### src/rtl/disp_pkg.sv
// Shared register map, CTRL bit positions and timing-set type for the display timing engine.
package disp_pkg;

    // Register write addresses
    localparam logic [2:0] ADDR_HB   = 3'd0;
    localparam logic [2:0] ADDR_VB   = 3'd1;
    localparam logic [2:0] ADDR_AIP  = 3'd2;
    localparam logic [2:0] ADDR_AIL  = 3'd3;
    localparam logic [2:0] ADDR_CTRL = 3'd4;

    // CTRL register bit indices
    localparam int unsigned CTRL_EN     = 0;
    localparam int unsigned CTRL_SINGLE = 1;
    localparam int unsigned CTRL_CLR_UR = 2;

    // Storage width of one timing value; CNT_W of the engine must not exceed this.
    localparam int unsigned TMG_MAX_W = 16;

    typedef logic [TMG_MAX_W-1:0] tmg_val_t;

    typedef struct packed {
        tmg_val_t hb;
        tmg_val_t vb;
        tmg_val_t aip;
        tmg_val_t ail;
    } timing_t;

    // Zero active pixels or lines would give an empty raster, so they load as 1.
    function automatic timing_t coerce_timing(timing_t t);
        timing_t r;
        r = t;
        if (r.aip == '0) r.aip = tmg_val_t'(1);
        if (r.ail == '0) r.ail = tmg_val_t'(1);
        return r;
    endfunction

endpackage

### src/rtl/disp_wrap_counter.sv
// Loadable modulo counter: counts 0..max_i, flags the wrap cycle, synchronous reset.
module disp_wrap_counter #(
    parameter int unsigned W = 11
) (
    input  logic         clk_i,
    input  logic         rst_i,
    input  logic         load_i,
    input  logic [W-1:0] load_val_i,
    input  logic         en_i,
    input  logic [W-1:0] max_i,
    output logic [W-1:0] cnt_o,
    output logic         wrap_o
);

    logic [W-1:0] cnt_q, cnt_d;

    assign wrap_o = en_i & (cnt_q == max_i);
    assign cnt_o  = cnt_q;

    // Load has priority over counting; the terminal value folds back to 0.
    always_comb begin
        cnt_d = cnt_q;
        if (load_i) begin
            cnt_d = load_val_i;
        end else if (en_i) begin
            cnt_d = wrap_o ? '0 : cnt_q + W'(1);
        end
    end

    // Counter state register
    always_ff @(posedge clk_i) begin
        if (rst_i) cnt_q <= '0;
        else       cnt_q <= cnt_d;
    end

endmodule

### src/rtl/disp_timing_engine.sv
// Display timing engine: staged/shadowed timing registers, raster counters, registered
// blanking/data-enable strobes and a ready/valid pixel gate with sticky underrun.
module disp_timing_engine
    import disp_pkg::*;
#(
    parameter int unsigned CNT_W  = 10,
    parameter int unsigned DATA_W = 32,
    parameter int unsigned PIX_W  = 24
) (
    input  logic              clk,
    input  logic              reset,
    input  logic              CSDisplay,
    input  logic [2:0]        WAddr,
    input  logic [DATA_W-1:0] WData,
    input  logic              pix_valid,
    input  logic [PIX_W-1:0]  pix_data,
    output logic              pix_ready,
    output logic [CNT_W-1:0]  HBOut_PD,
    output logic [CNT_W-1:0]  VBOut_PD,
    output logic [CNT_W-1:0]  AIPOut_PD,
    output logic [CNT_W-1:0]  AILOut_PD,
    output logic              hblank,
    output logic              vblank,
    output logic              de,
    output logic [PIX_W-1:0]  pix_out,
    output logic              frame_start,
    output logic              underrun
);

    localparam logic [CNT_W:0] CntOne = (CNT_W+1)'(1);

    timing_t stg_q, stg_d;
    timing_t sh_q, sh_d;
    logic    en_q, en_d;
    logic    single_q, single_d;

    logic             hblank_q, hblank_d;
    logic             vblank_q, vblank_d;
    logic             de_q, de_d;
    logic [PIX_W-1:0] pix_out_q, pix_out_d;
    logic             frame_start_q, frame_start_d;
    logic             underrun_q, underrun_d;

    logic [CNT_W-1:0] hb_w, vb_w, aip_w, ail_w;
    logic [CNT_W:0]   h_cnt, v_cnt, h_max, v_max;
    logic             h_wrap, v_wrap, frame_wrap, active, ctrl_wr, cnt_load;

    // Upper WData bits and upper shadow storage bits are intentionally ignored.
    logic unused_wdata, unused_sh;
    assign unused_wdata = ^WData;
    assign unused_sh    = ^sh_q;

    assign hb_w  = sh_q.hb[CNT_W-1:0];
    assign vb_w  = sh_q.vb[CNT_W-1:0];
    assign aip_w = sh_q.aip[CNT_W-1:0];
    assign ail_w = sh_q.ail[CNT_W-1:0];

    // Totals are one bit wider so AIP+HB at their maxima cannot overflow.
    assign h_max = {1'b0, aip_w} + {1'b0, hb_w} - CntOne;
    assign v_max = {1'b0, ail_w} + {1'b0, vb_w} - CntOne;

    assign ctrl_wr    = CSDisplay & (WAddr == ADDR_CTRL);
    assign frame_wrap = v_wrap;
    assign active     = (h_cnt < {1'b0, aip_w}) & (v_cnt < {1'b0, ail_w});
    assign pix_ready  = en_q & active;
    // Counters sit at 0 whenever the engine is (or is about to be) disabled.
    assign cnt_load   = ~en_d;

    disp_wrap_counter #(
        .W (CNT_W+1)
    ) u_h_cnt (
        .clk_i      (clk),
        .rst_i      (reset),
        .load_i     (cnt_load),
        .load_val_i ('0),
        .en_i       (en_q),
        .max_i      (h_max),
        .cnt_o      (h_cnt),
        .wrap_o     (h_wrap)
    );

    disp_wrap_counter #(
        .W (CNT_W+1)
    ) u_v_cnt (
        .clk_i      (clk),
        .rst_i      (reset),
        .load_i     (cnt_load),
        .load_val_i ('0),
        .en_i       (h_wrap),
        .max_i      (v_max),
        .cnt_o      (v_cnt),
        .wrap_o     (v_wrap)
    );

    // Register writes, enable control and frame-synchronous shadow loading
    always_comb begin
        en_d     = en_q;
        single_d = single_q;
        stg_d    = stg_q;
        sh_d     = sh_q;

        if (ctrl_wr) begin
            en_d     = WData[CTRL_EN];
            single_d = WData[CTRL_SINGLE];
        end else if (frame_wrap & single_q) begin
            en_d = 1'b0;
        end

        if (CSDisplay) begin
            case (WAddr)
                ADDR_HB:  stg_d.hb  = tmg_val_t'(WData[CNT_W-1:0]);
                ADDR_VB:  stg_d.vb  = tmg_val_t'(WData[CNT_W-1:0]);
                ADDR_AIP: stg_d.aip = tmg_val_t'(WData[CNT_W-1:0]);
                ADDR_AIL: stg_d.ail = tmg_val_t'(WData[CNT_W-1:0]);
                default:  ;
            endcase
        end

        // Loads the pre-edge staging value, so a same-cycle write waits one frame.
        if ((~en_q & en_d) | frame_wrap) begin
            sh_d = coerce_timing(stg_q);
        end
    end

    // Output stage: strobes and pixel for the current counter position
    always_comb begin
        hblank_d      = en_q & (h_cnt >= {1'b0, aip_w});
        vblank_d      = en_q & (v_cnt >= {1'b0, ail_w});
        de_d          = pix_ready;
        pix_out_d     = (pix_ready & pix_valid) ? pix_data : '0;
        frame_start_d = en_q & (h_cnt == '0) & (v_cnt == '0);
        underrun_d    = underrun_q;
        if (pix_ready & ~pix_valid) begin
            underrun_d = 1'b1;
        end else if (ctrl_wr & WData[CTRL_CLR_UR]) begin
            underrun_d = 1'b0;
        end
    end

    // All state registers; reset overrides any same-cycle write
    always_ff @(posedge clk) begin
        if (reset) begin
            stg_q         <= '0;
            sh_q          <= '0;
            en_q          <= 1'b0;
            single_q      <= 1'b0;
            hblank_q      <= 1'b0;
            vblank_q      <= 1'b0;
            de_q          <= 1'b0;
            pix_out_q     <= '0;
            frame_start_q <= 1'b0;
            underrun_q    <= 1'b0;
        end else begin
            stg_q         <= stg_d;
            sh_q          <= sh_d;
            en_q          <= en_d;
            single_q      <= single_d;
            hblank_q      <= hblank_d;
            vblank_q      <= vblank_d;
            de_q          <= de_d;
            pix_out_q     <= pix_out_d;
            frame_start_q <= frame_start_d;
            underrun_q    <= underrun_d;
        end
    end

    assign HBOut_PD    = hb_w;
    assign VBOut_PD    = vb_w;
    assign AIPOut_PD   = aip_w;
    assign AILOut_PD   = ail_w;
    assign hblank      = hblank_q;
    assign vblank      = vblank_q;
    assign de          = de_q;
    assign pix_out     = pix_out_q;
    assign frame_start = frame_start_q;
    assign underrun    = underrun_q;

endmodule

### config.mk
export PLATFORM = sky130hd
export DESIGN_NAME = disp_timing_engine
export DESIGN_NICKNAME = d
export VERILOG_FILES = /design/src/rtl/disp_pkg.sv /design/src/rtl/disp_wrap_counter.sv /design/src/rtl/disp_timing_engine.sv
export SDC_FILE = /design/constraint.sdc
export NUM_CORES = 1
export LEC_CHECK = 0
export BUFFER_PORTS_ARGS = -buffer_cell sky130_fd_sc_hd__buf_2
export CAP_MARGIN = 10
export CORE_ASPECT_RATIO = 1.1
export CORE_MARGIN = 1
export CORE_UTILIZATION = 58
export CTS_BUF_LIST = sky130_fd_sc_hd__clkbuf_8
export DETAILED_ROUTE_END_ITERATION = 7
export MAX_ROUTING_LAYER = met4
export PLACE_DENSITY = 0.82
export SLEW_MARGIN = 25
export SYNTH_ARGS = -nofsm -noshare
export SYNTH_HDL_FRONTEND = slang
export SYNTH_HIERARCHICAL = 1
export SYNTH_SLANG_ARGS = --single-unit
export TNS_END_PERCENT = 100
### constraint.sdc
create_clock -name clk -period 5.68 [get_ports clk]
set_clock_uncertainty 0.15 [all_clocks]
set_input_delay 0.852 -clock clk [delete_from_list [all_inputs] [get_ports clk]]
set_output_delay 0.852 -clock clk [all_outputs]
set_load 0.02 [all_outputs]
==> results.py, run 1 <==
metrics = {
    "clock_tree": {
        "clk_pin_slew_ns": 0.07,
        "cts-root-buf": "clkbuf_8",
        "h-tree-depth": 4,
        "cts_tree": "done",
        "postCtsResizedCells": 0,
        "cts_sinks": 133,
        "clk_latency_ns": 0.45,
        "cts_buffers": 17,
        "cts_setup_buffers": 0,
        "ctsHoldBuffers": 0,
        "cts.path.max_buffers": 2,
    },
    "critical_path": {
        "path_class": "register to register",
        "cp-end-kind": "register",
        "r2r_start": "HBOut_PD[1]",
        "cp-start-kind": "register",
        "crit_required_ns": 5.85,
        "worstPathMaxFanout": 47,
        "cp.arrival_ns": 5.48,
        "crit_path_start": "HBOut_PD[1]",
    },
    "power_and_ir_drop": {
        "power_switching_share_pct": 26.60,
        "pwr-share-comb_pct": 9.6,
        "p_leak_nw": 3.620,
        "irDropWorstVdd_mv": 0.1521,
        "internal_power_mw": 1.418,
        "p_per_area_nw_per_um2": 225.7,
        "power.total_mw": 1.932,
        "seqPwrFrac_pct": 50.7,
        "clockPowerShare_pct": 39.8,
        "p_sw_mw": 0.5139,
    },
    "timing": {
        "worstMarginPinSlew_ns": 0.8012,
        "period_minus_slack_ns": 5.304,
        "rsz0062_at_grt": "no",
        "period_share_pct": 93.38,
        "maxSlewHeadroom_pct": 46.59,
        "setup_viol": 0,
        "hold_slack_ns": 0.3065,
        "tns_ns": 0,
        "max_freq_mhz": 188.5,
        "hold_viol_final": 0,
        "drv_slew": 0,
    },
    "drt": {
        "drc_errors": 0,
        "vias": 6707,
        "via_per_inst": 5.529,
        "drtPass1Iterations": 5,
        "drtIter0Drc": 370,
        "wl_um": 18190,
        "route.antenna.remaining_nets": 0,
        "wl_per_cell_um": 14.99,
    },
    "floorplan": {
        "start_util_pct": 59.32,
        "core-area_sq_um": 12540,
        "die-width_um": 110.0,
        "design.die.area_sq_um": 13280,
        "dieHeight_um": 120.8,
        "rows": 43,
        "ios": 133,
    },
    "final_layout": {
        "layout_commonest_cell": "nand2_1",
        "drive_above_1_share_pct": 17.71,
        "layout.nets": 1170,
        "final_area_sq_um": 8562,
        "layout_common_cells": "nand2_1 (175), dfxtp_1 (133), a21oi_1 (127)",
        "stdcell_count": 1213,
        "syn2layout_area_growth_pct": 15.14,
        "n_antenna_cell": 0,
    },
    "synthesis": {
        "synth_flop_cell": "dfxtp_1",
        "synth-seq-area-share_pct": 35.81,
        "ys_warn_count": 6,
        "synthCells": 924,
        "ys_types": 54,
        "synth-seq-cells": 133,
        "synth.avg_cell_area_sq_um": 8.047,
        "async_reset_ff_share_pct": 0,
        "netlist_area_sq_um": 7436,
        "synth_enable_flop_cells": 0,
    },
    "global_route": {
        "grt_usage_pct": 29.55,
        "grt_start_max_net_pins": 60,
        "grt-ovfl-total": 0,
        "grt_pass1_vias": 6048,
        "antenna_found_initial": 0,
        "grt_pass1_wl_um": 29480,
    },
    "place": {
        "place_congestion": 0.8612,
        "placed_area_sq_um": 8177,
        "dp_hpwl_um": 12850,
        "post-place-cells": 1183,
        "io_buffers": 110,
    },
    "worst_hold_path": {
        "hold_path_class": "register to register",
        "hold_start": "stg_q[36]",
    },
    "status": {
        "status": "complete, no violations",
    },
    "job": {
        "maxCapViolCount": 0,
    },
}
==> power groups by stage <==
stage | Sequential (mW) | Clock (mW) | Combinational, mW
2_1_floorplan | 0.991 | 0 | 0.143
3_3_place_gp | 0.999 | 0 | 0.176
3_5_place_dp | 1.00 | 0 | 0.180
4_1_cts | 0.978 | 0.777 | 0.183
5_1_grt | 0.981 | 0.813 | 0.206
6_report | 0.979 | 0.768 | 0.185
==> flip-flops by register name, indices dropped and copies added (netlist names) <==
register,flops
HBOut_PD,10
VBOut_PD,10
AILOut_PD,10
frame_start,1
vblank,1
u_h_cnt/cnt_o,11
hblank,1
stg_q,40
de,1
underrun,1
AIPOut_PD,10
pix_out,24
en_q,1
u_v_cnt/cnt_o,11
single_q,1
==> through the flow <==
step | setup slack, ns | util [%]
CTS | 0.4102 | 68.26
floorplan | 0.4940 | -
global route | 0.03668 | 68.30
global placement | 0.5763 | 65.23
finish | 0.3762 | 68.30
detailed placement | 0.4964 | 65.23
==> worst max-delay path, stage by stage (launching register included) <==
cell and delay (ns):
dfxtp_1 0.37, inv_1 0.06, ha_1 0.27, inv_1 0.04, ha_1 0.23, fa_1 0.42, a21o_1 0.22, a211oi_1 0.26
nor2_1 0.12, o22ai_1 0.21, xnor2_1 0.18, xor2_1 0.14, nor4_4 0.28, nand3_2 0.13, inv_1 0.25, inv_2 0.16
nor4_4 0.30, nand3_2 0.26, inv_1 0.22, a21oi_1 0.13, mux2i_4 0.18, buf_12 0.24, nor2_2 0.12, a31oi_1 0.20
nor2_1 0.05
==> Yosys cell counts (all sizes together), types with 5 or more instances <==
library cell / number / area share (%)
xnor2: 14 / 1.6
a21oi: 127 / 8.5
o31ai: 9 / 0.91
dfxtp: 133 / 36
inv: 124 / 6.3
clkbuf: 27 / 1.4
nor2: 25 / 1.3
ha: 60 / 10
xor2: 40 / 4.7
a211oi: 8 / 0.81
o21ai: 9 / 0.61
a211o: 10 / 1.2
nor4: 37 / 5.5
a21o: 8 / 0.81
nand3: 28 / 2.0
nor3b: 11 / 1.1
and4: 5 / 0.62
buf: 10 / 1.2
nor3: 10 / 0.82
nand2: 177 / 9.0
==> area by class of cell <==
cell class                 count  area [sq um]
clock inverter                 8         77.57
fill                        1064          3974
tap                          157         196.4
timing repair buffer         118         625.6
sequential                   133          2663
multi-input combinational    651          4232
inverter                     124         465.4
clock buffer                  22         302.8
==> cell families (layout without fill, tap and decap cells) <==
group	Yosys count	count (layout)	synth area share, %
AOI/OAI and AO/OA	191	191	15.18
xor gates and xnor gates	54	54	6.361
adders and majority gates	62	62	10.63
buffers and inverters	161	272	8.783
DFF	133	133	35.81
muxes	2	2	0.2692
other	1	22	0.05043
and+or+nand+nor	320	320	22.92
==> layer usage <==
| layer | GRT usage, % | routed length [um] | up-vias |
|---|---|---|---|
| met1 | 37.96 | 7930 | 3167 |
| met2 | 46.17 | 8949 | 170 |
| met3 | 4.798 | 799 | 40 |
| met4 | 11.67 | 508 | 0 |
| li1 | - | - | 3330 |
| met5 | - | 0 | - |
==> worst paths after layout <==
| kind | endpoint | slack, ns | cells after the start |
|---|---|---|---|
| worst max-delay path | u_h_cnt/cnt_o[4] | 0.38 | 24 |
| worst min-delay path | stg_q[36] | 0.31 | 2 |
| worst max register to register | u_h_cnt/cnt_o[4] | 0.38 | 24 |
| worst min register to register | stg_q[36] | 0.31 | 2 |
Note: power is estimated with default switching activity, not from simulation.
==> inputs of run 2 (changes only) <==
--- a/config.mk
+++ b/config.mk
@@ -9,11 +9,11 @@
 export CAP_MARGIN = 10
 export CORE_ASPECT_RATIO = 1.1
 export CORE_MARGIN = 1
-export CORE_UTILIZATION = 58
+export CORE_UTILIZATION = 60
 export CTS_BUF_LIST = sky130_fd_sc_hd__clkbuf_8
 export DETAILED_ROUTE_END_ITERATION = 7
 export MAX_ROUTING_LAYER = met4
-export PLACE_DENSITY = 0.82
+export PLACE_DENSITY = 0.85
 export SLEW_MARGIN = 25
 export SYNTH_ARGS = -nofsm -noshare
 export SYNTH_HDL_FRONTEND = slang
==> constraint.sdc (replaced) <==
create_clock -name clk -period 6.3 [get_ports clk]
set_clock_uncertainty 0.15 [all_clocks]
set_input_delay 0.945 -clock clk [delete_from_list [all_inputs] [get_ports clk]]
set_output_delay 0.945 -clock clk [all_outputs]
set_load 0.02 [all_outputs]
==> run 2 against run 1 <==
First-iteration DRC count is 14% higher. Core utilization is 2.9 points higher. Via count is 0.48% higher. Worst setup slack better by 0.16 ns. Clock power is 1% lower. Critical path type unchanged.
==> results.py, run 2 (synthesized netlist as in run 1, its figures left out) <==
metrics = {
    "status": {
        "status": "complete, no violations",
    },
    "final_layout": {
        "multi_input_area_sq_um": 4232,
        "largest-register": "stg_q",
        "layout.nets": 1168,
        "seq_area_sq_um": 2663,
        "syn2layout_area_growth_pct": 15.24,
        "layout_common_cells": "nand2_1 (175), dfxtp_1 (133), a21oi_1 (127)",
        "final_core_util_pct": 71.21,
        "nFillCells": 963,
        "n_antenna_cell": 0,
        "layout_commonest_cell": "nand2_1",
        "drive_above_1_share_pct": 17.57,
        "largest_reg_flops": 40,
    },
    "critical_path": {
        "path_class": "register to register",
        "cpPeakStageDelay_ns": 0.42,
        "critical-path-top-delay-family": "buffers and inverters",
        "worstPathMaxFanout": 33,
        "cp.arrival_ns": 5.97,
        "cp_num_buf_inv": 7,
        "cpMostUsedCell": "inv_1",
        "crit_required_ns": 6.50,
        "rr_worst_depth": 25,
        "cp-start-kind": "register",
        "cp-end-kind": "register",
        "cp_slowest_cell": "fa_1",
        "crit_cells": 25,
    },
    "drt": {
        "via_per_inst": 5.583,
        "drc_errors": 0,
        "wl_um": 18320,
        "drtPass1Iterations": 5,
        "wl_per_cell_um": 15.18,
        "route.antenna.remaining_nets": 0,
        "vias": 6739,
        "drtIter0Drc": 421,
    },
    "timing": {
        "max_freq_mhz": 173.3,
        "drv_slew": 0,
        "tns_ns": 0,
        "setup_viol": 0,
        "rsz0062_at_grt": "no",
        "worstMarginPinSlew_ns": 0.8380,
        "worst_slack_ns": 0.5313,
        "hold_viol_final": 0,
        "period_share_pct": 91.57,
        "period_minus_slack_ns": 5.769,
        "maxSlewHeadroom_pct": 44.13,
    },
    "clock_tree": {
        "ctsHoldBuffers": 0,
        "cts-root-buf": "clkbuf_8",
        "cts_setup_buffers": 0,
        "h-tree-depth": 4,
        "cts_sinks": 133,
        "clk_pin_slew_ns": 0.07,
        "cts.path.max_buffers": 2,
        "clk_latency_ns": 0.44,
        "postCtsResizedCells": 0,
        "cts_buffers": 17,
        "cts_tree": "done",
    },
    "worst_hold_path": {
        "hold_path_class": "register to register",
        "hold-path-cell-count": 2,
    },
    "job": {
        "maxCapViolCount": 0,
    },
    "floorplan": {
        "die-width_um": 108.1,
        "start_util_pct": 61.79,
        "rows": 42,
        "design.die.area_sq_um": 12840,
        "core-area_sq_um": 12030,
        "dieHeight_um": 118.8,
        "ios": 133,
    },
    "global_route": {
        "antenna_found_initial": 0,
        "grt_pass1_wl_um": 29870,
        "grt_pass1_vias": 6211,
        "grt_start_max_net_pins": 87,
        "grt_usage_pct": 30.78,
        "grt-ovfl-total": 0,
    },
    "place": {
        "dp_hpwl_um": 13080,
        "io_buffers": 110,
        "pre_cts_slack_ns": 0.6951,
        "place_congestion": 0.8804,
    },
    "power_and_ir_drop": {
        "p_leak_nw": 3.622,
        "irDropWorstVdd_mv": 0.1816,
        "p_per_area_nw_per_um2": 211.2,
    },
}
-- run 2: cell types whose count changed in the layout (fill, tap and decap cells not counted), sizes merged --
cell / change
clkinv: +1
clkbuf: -3
bufinv: +3
inv: -1
buf: -2
clkinvlp: -1
-- run 2: final timing paths --
path	start	end	slack, ns
worst max-delay path	AIPOut_PD[1]	u_v_cnt/cnt_o[7]	0.53
worst min-delay path	stg_q[33]	stg_q[33]	0.31
worst max register to register	AIPOut_PD[1]	u_v_cnt/cnt_o[7]	0.53
worst min register to register	stg_q[33]	stg_q[33]	0.31
-- run 2: worst register-to-register path, delay by kind of cell (launching register included) --
family | cells | cell delay, ns
AO/OA/AOI/OAI | 7 | 1.16
XOR/XNOR | 2 | 0.30
adder cells (fa/ha/maj) | 3 | 0.95
buffers and inverters | 7 | 1.43
flip-flops | 1 | 0.36
multiplexers | 1 | 0.14
AND/OR/NAND/NOR | 5 | 1.21
-- run 2: cell type report --
type                            instances  area share [%]
Inverter                              124           5.431
Tap cell                              154           2.249
Timing Repair Buffer                  116           6.979
Clock buffer                           19           3.052
Sequential cell                       133           31.07
Clock inverter                         10           1.840
Multi-Input combinational cell        651           49.38
-- run 2: metal layers --
layer | global-route usage [%] | wire, um | share of wire (%)
met2 | 49.00 | 9056 | 49
met3 | 5.185 | 758 | 4.1
met5 | - | 0 | 0
met1 | 37.87 | 7899 | 43
met4 | 13.87 | 605 | 3.3
-- run 2: through the flow --
stage | power (mW) | cells | hold slack (ns) | instance area, sq um
2_1_floorplan | 1.023 | 945 | 0.2857 | 7515
3_3_place_gp | 1.058 | 1178 | 0.2926 | 8145
3_5_place_dp | 1.064 | 1178 | 0.2966 | 8150
4_1_cts | 1.812 | 1207 | 0.3081 | 8569
5_1_grt | 1.875 | 1207 | 0.3285 | 8569
6_report | 1.810 | 1207 | 0.3070 | 8569
-- run 2: report_power, final --
part           total (mW)  switching, mW  internal, mW
combinational       0.167          0.103        0.0641
sequential          0.883         0.0270         0.856
clock               0.760          0.317         0.443
==> inputs of run 3 (changes only) <==
--- a/config.mk
+++ b/config.mk
@@ -9,11 +9,11 @@
 export CAP_MARGIN = 10
 export CORE_ASPECT_RATIO = 1.1
 export CORE_MARGIN = 1
-export CORE_UTILIZATION = 60
+export CORE_UTILIZATION = 40
 export CTS_BUF_LIST = sky130_fd_sc_hd__clkbuf_8
 export DETAILED_ROUTE_END_ITERATION = 7
+export HOLD_SLACK_MARGIN = 0.06
 export MAX_ROUTING_LAYER = met4
-export PLACE_DENSITY = 0.85
 export SLEW_MARGIN = 25
 export SYNTH_ARGS = -nofsm -noshare
 export SYNTH_HDL_FRONTEND = slang
==> run 3 against run 2 <==
Critical path type unchanged. Sequential power about the same. Core utilization down 23 points. Sequential share of layout area down 0.33 points. Critical path depth down 1.
==> results.py, run 3 (synthesized netlist as in run 1, its figures left out) <==
metrics = {
    "final_layout": {
        "syn2layout_area_growth_pct": 16.47,
        "n_antenna_cell": 0,
        "nFillCells": 1788,
        "drive_above_1_share_pct": 17.88,
        "largest-register": "stg_q",
        "layout_common_cells": "nand2_1 (175), dfxtp_1 (133), a21oi_1 (127)",
        "largest_reg_flops": 40,
        "layout.nets": 1169,
        "layout_commonest_cell": "nand2_1",
    },
    "critical_path": {
        "cp_slowest_cell": "fa_1",
        "rrSetupSlack_ns": 0.92,
        "crit_required_ns": 6.46,
        "cpPeakStageDelay_ns": 0.41,
        "cp-end-kind": "register",
        "cp-start-kind": "register",
        "rr_worst_depth": 24,
        "cp_num_buf_inv": 6,
        "crit_path_start": "AIPOut_PD[1]",
        "setup.worst_path.end": "u_h_cnt/cnt_o[4]",
        "cpMostUsedCell": "inv_1",
        "cp.arrival_ns": 5.54,
        "path_class": "register to register",
        "worstPathMaxFanout": 47,
        "critical-path-top-delay-family": "simple AND/OR/NAND/NOR gates",
        "r2r_start": "AIPOut_PD[1]",
        "crit_cells": 24,
        "reg2reg_to": "u_h_cnt/cnt_o[4]",
        "path_cells": "inv_1, ha_1, inv_1, ha_1, fa_1, a21o_1, a211oi_1, nor2_1, o22ai_1, xnor2_1, xor2_1, nor4_4, nand3_2, inv_1, inv_2, nor4_4, nand3_2, inv_1, a21oi_1, mux2i_4, buf_12, nor2_2, a31oi_1, nor2_1",
    },
    "timing": {
        "setup_viol": 0,
        "hold_slack_ns": 0.3073,
        "period_minus_slack_ns": 5.383,
        "period_share_pct": 85.45,
        "drv_slew": 0,
        "hold_viol_final": 0,
        "rsz0062_at_grt": "no",
        "max_freq_mhz": 185.8,
        "tns_ns": 0,
        "maxSlewHeadroom_pct": 51.00,
        "worstMarginPinSlew_ns": 0.7349,
    },
    "power_and_ir_drop": {
        "p_leak_nw": 3.620,
        "power.total_mw": 1.749,
        "p_per_area_nw_per_um2": 201.9,
        "irDropWorstVdd_mv": 0.1373,
    },
    "clock_tree": {
        "cts_buffers": 17,
        "ctsHoldBuffers": 0,
        "cts.path.max_buffers": 2,
        "cts_tree": "done",
        "h-tree-depth": 4,
        "clk_latency_ns": 0.45,
        "cts_sinks": 133,
        "clk_pin_slew_ns": 0.08,
        "cts_setup_buffers": 0,
        "postCtsResizedCells": 0,
        "cts-root-buf": "clkbuf_8",
    },
    "global_route": {
        "grt_pass1_vias": 5865,
        "grt-ovfl-total": 0,
        "antenna_found_initial": 0,
        "grt_start_max_net_pins": 69,
        "grt_pass1_wl_um": 29930,
        "grt_usage_pct": 20.13,
    },
    "drt": {
        "wl_per_cell_um": 14.26,
        "drtIter0Drc": 317,
        "vias": 6443,
        "via_per_inst": 4.975,
        "drtPass1Iterations": 5,
        "drc_errors": 0,
        "route.antenna.remaining_nets": 0,
        "wl_um": 18470,
    },
    "floorplan": {
        "rows": 51,
        "dieHeight_um": 145,
        "start_util_pct": 41.47,
        "design.die.area_sq_um": 19140,
        "core-area_sq_um": 17930,
        "ios": 133,
        "die-width_um": 132,
    },
    "place": {
        "io_buffers": 110,
        "dp_hpwl_um": 13550,
        "place_congestion": 0.8101,
    },
    "job": {
        "maxCapViolCount": 0,
    },
    "worst_hold_path": {
        "hold_path_class": "register to register",
    },
    "status": {
        "status": "complete, no violations",
    },
}
-- run 3: per-stage QoR --
step | setup slack (ns) | cell area, sq um | instances | util, %
2_1_floorplan | 1.114 | 7515 | 945 | -
3_3_place_gp | 0.9467 | 8270 | 1263 | 46.12
3_5_place_dp | 0.8889 | 8275 | 1263 | 46.15
4_1_cts | 0.8622 | 8661 | 1295 | 48.30
5_1_grt | 0.4916 | 8661 | 1295 | 48.30
6_report | 0.9169 | 8661 | 1295 | 48.30
-- run 3: power breakdown --
| group | switching (mW) | internal (mW) | leakage [nW] |
|---|---|---|---|
| sequential | 0.0268 | 0.856 | 1.08 |
| combinational | 0.100 | 0.0643 | 2.35 |
| clock | 0.345 | 0.358 | 0.195 |
-- run 3: routing by layer --
| layer | routed length [um] | part of all wire, % | track usage [%] |
|---|---|---|---|
| met1 | 8765 | 47 | 25.83 |
| met2 | 8477 | 46 | 30.90 |
| met3 | 878 | 4.8 | 3.948 |
| met4 | 348 | 1.9 | 8.140 |
| met5 | 0 | 0 | - |
-- run 3: worst min-delay path by stage --
stage	from	endpoint	slack (ns)	cells past startpoint
floorplan	stg_q[0]	stg_q[0]	0.29	2
global placement	stg_q[16]	stg_q[16]	0.29	2
detailed placement	stg_q[55]	stg_q[55]	0.30	2
CTS	stg_q[55]	stg_q[55]	0.31	2
global route	stg_q[16]	stg_q[16]	0.32	2
finish	stg_q[32]	VBOut_PD[0]	0.31	2
-- run 3: tightest hold or removal path, stage by stage, from the launching register on --
cell	delay (ns)
dfxtp_1	0.31
nand2_1	0.05
a21oi_1	0.05
-- run 3: layout make-up --
type | count | area, sq um | area share, %
clock buffers | 18 | 247.7 | 2.860
clock inverters | 14 | 137.6 | 1.589
inverters | 124 | 465.4 | 5.374
multi-input cells | 651 | 4232 | 48.86
flip-flops and latches | 133 | 2663 | 30.74
well taps | 238 | 297.8 | 3.438
repair buffers | 117 | 618.1 | 7.137
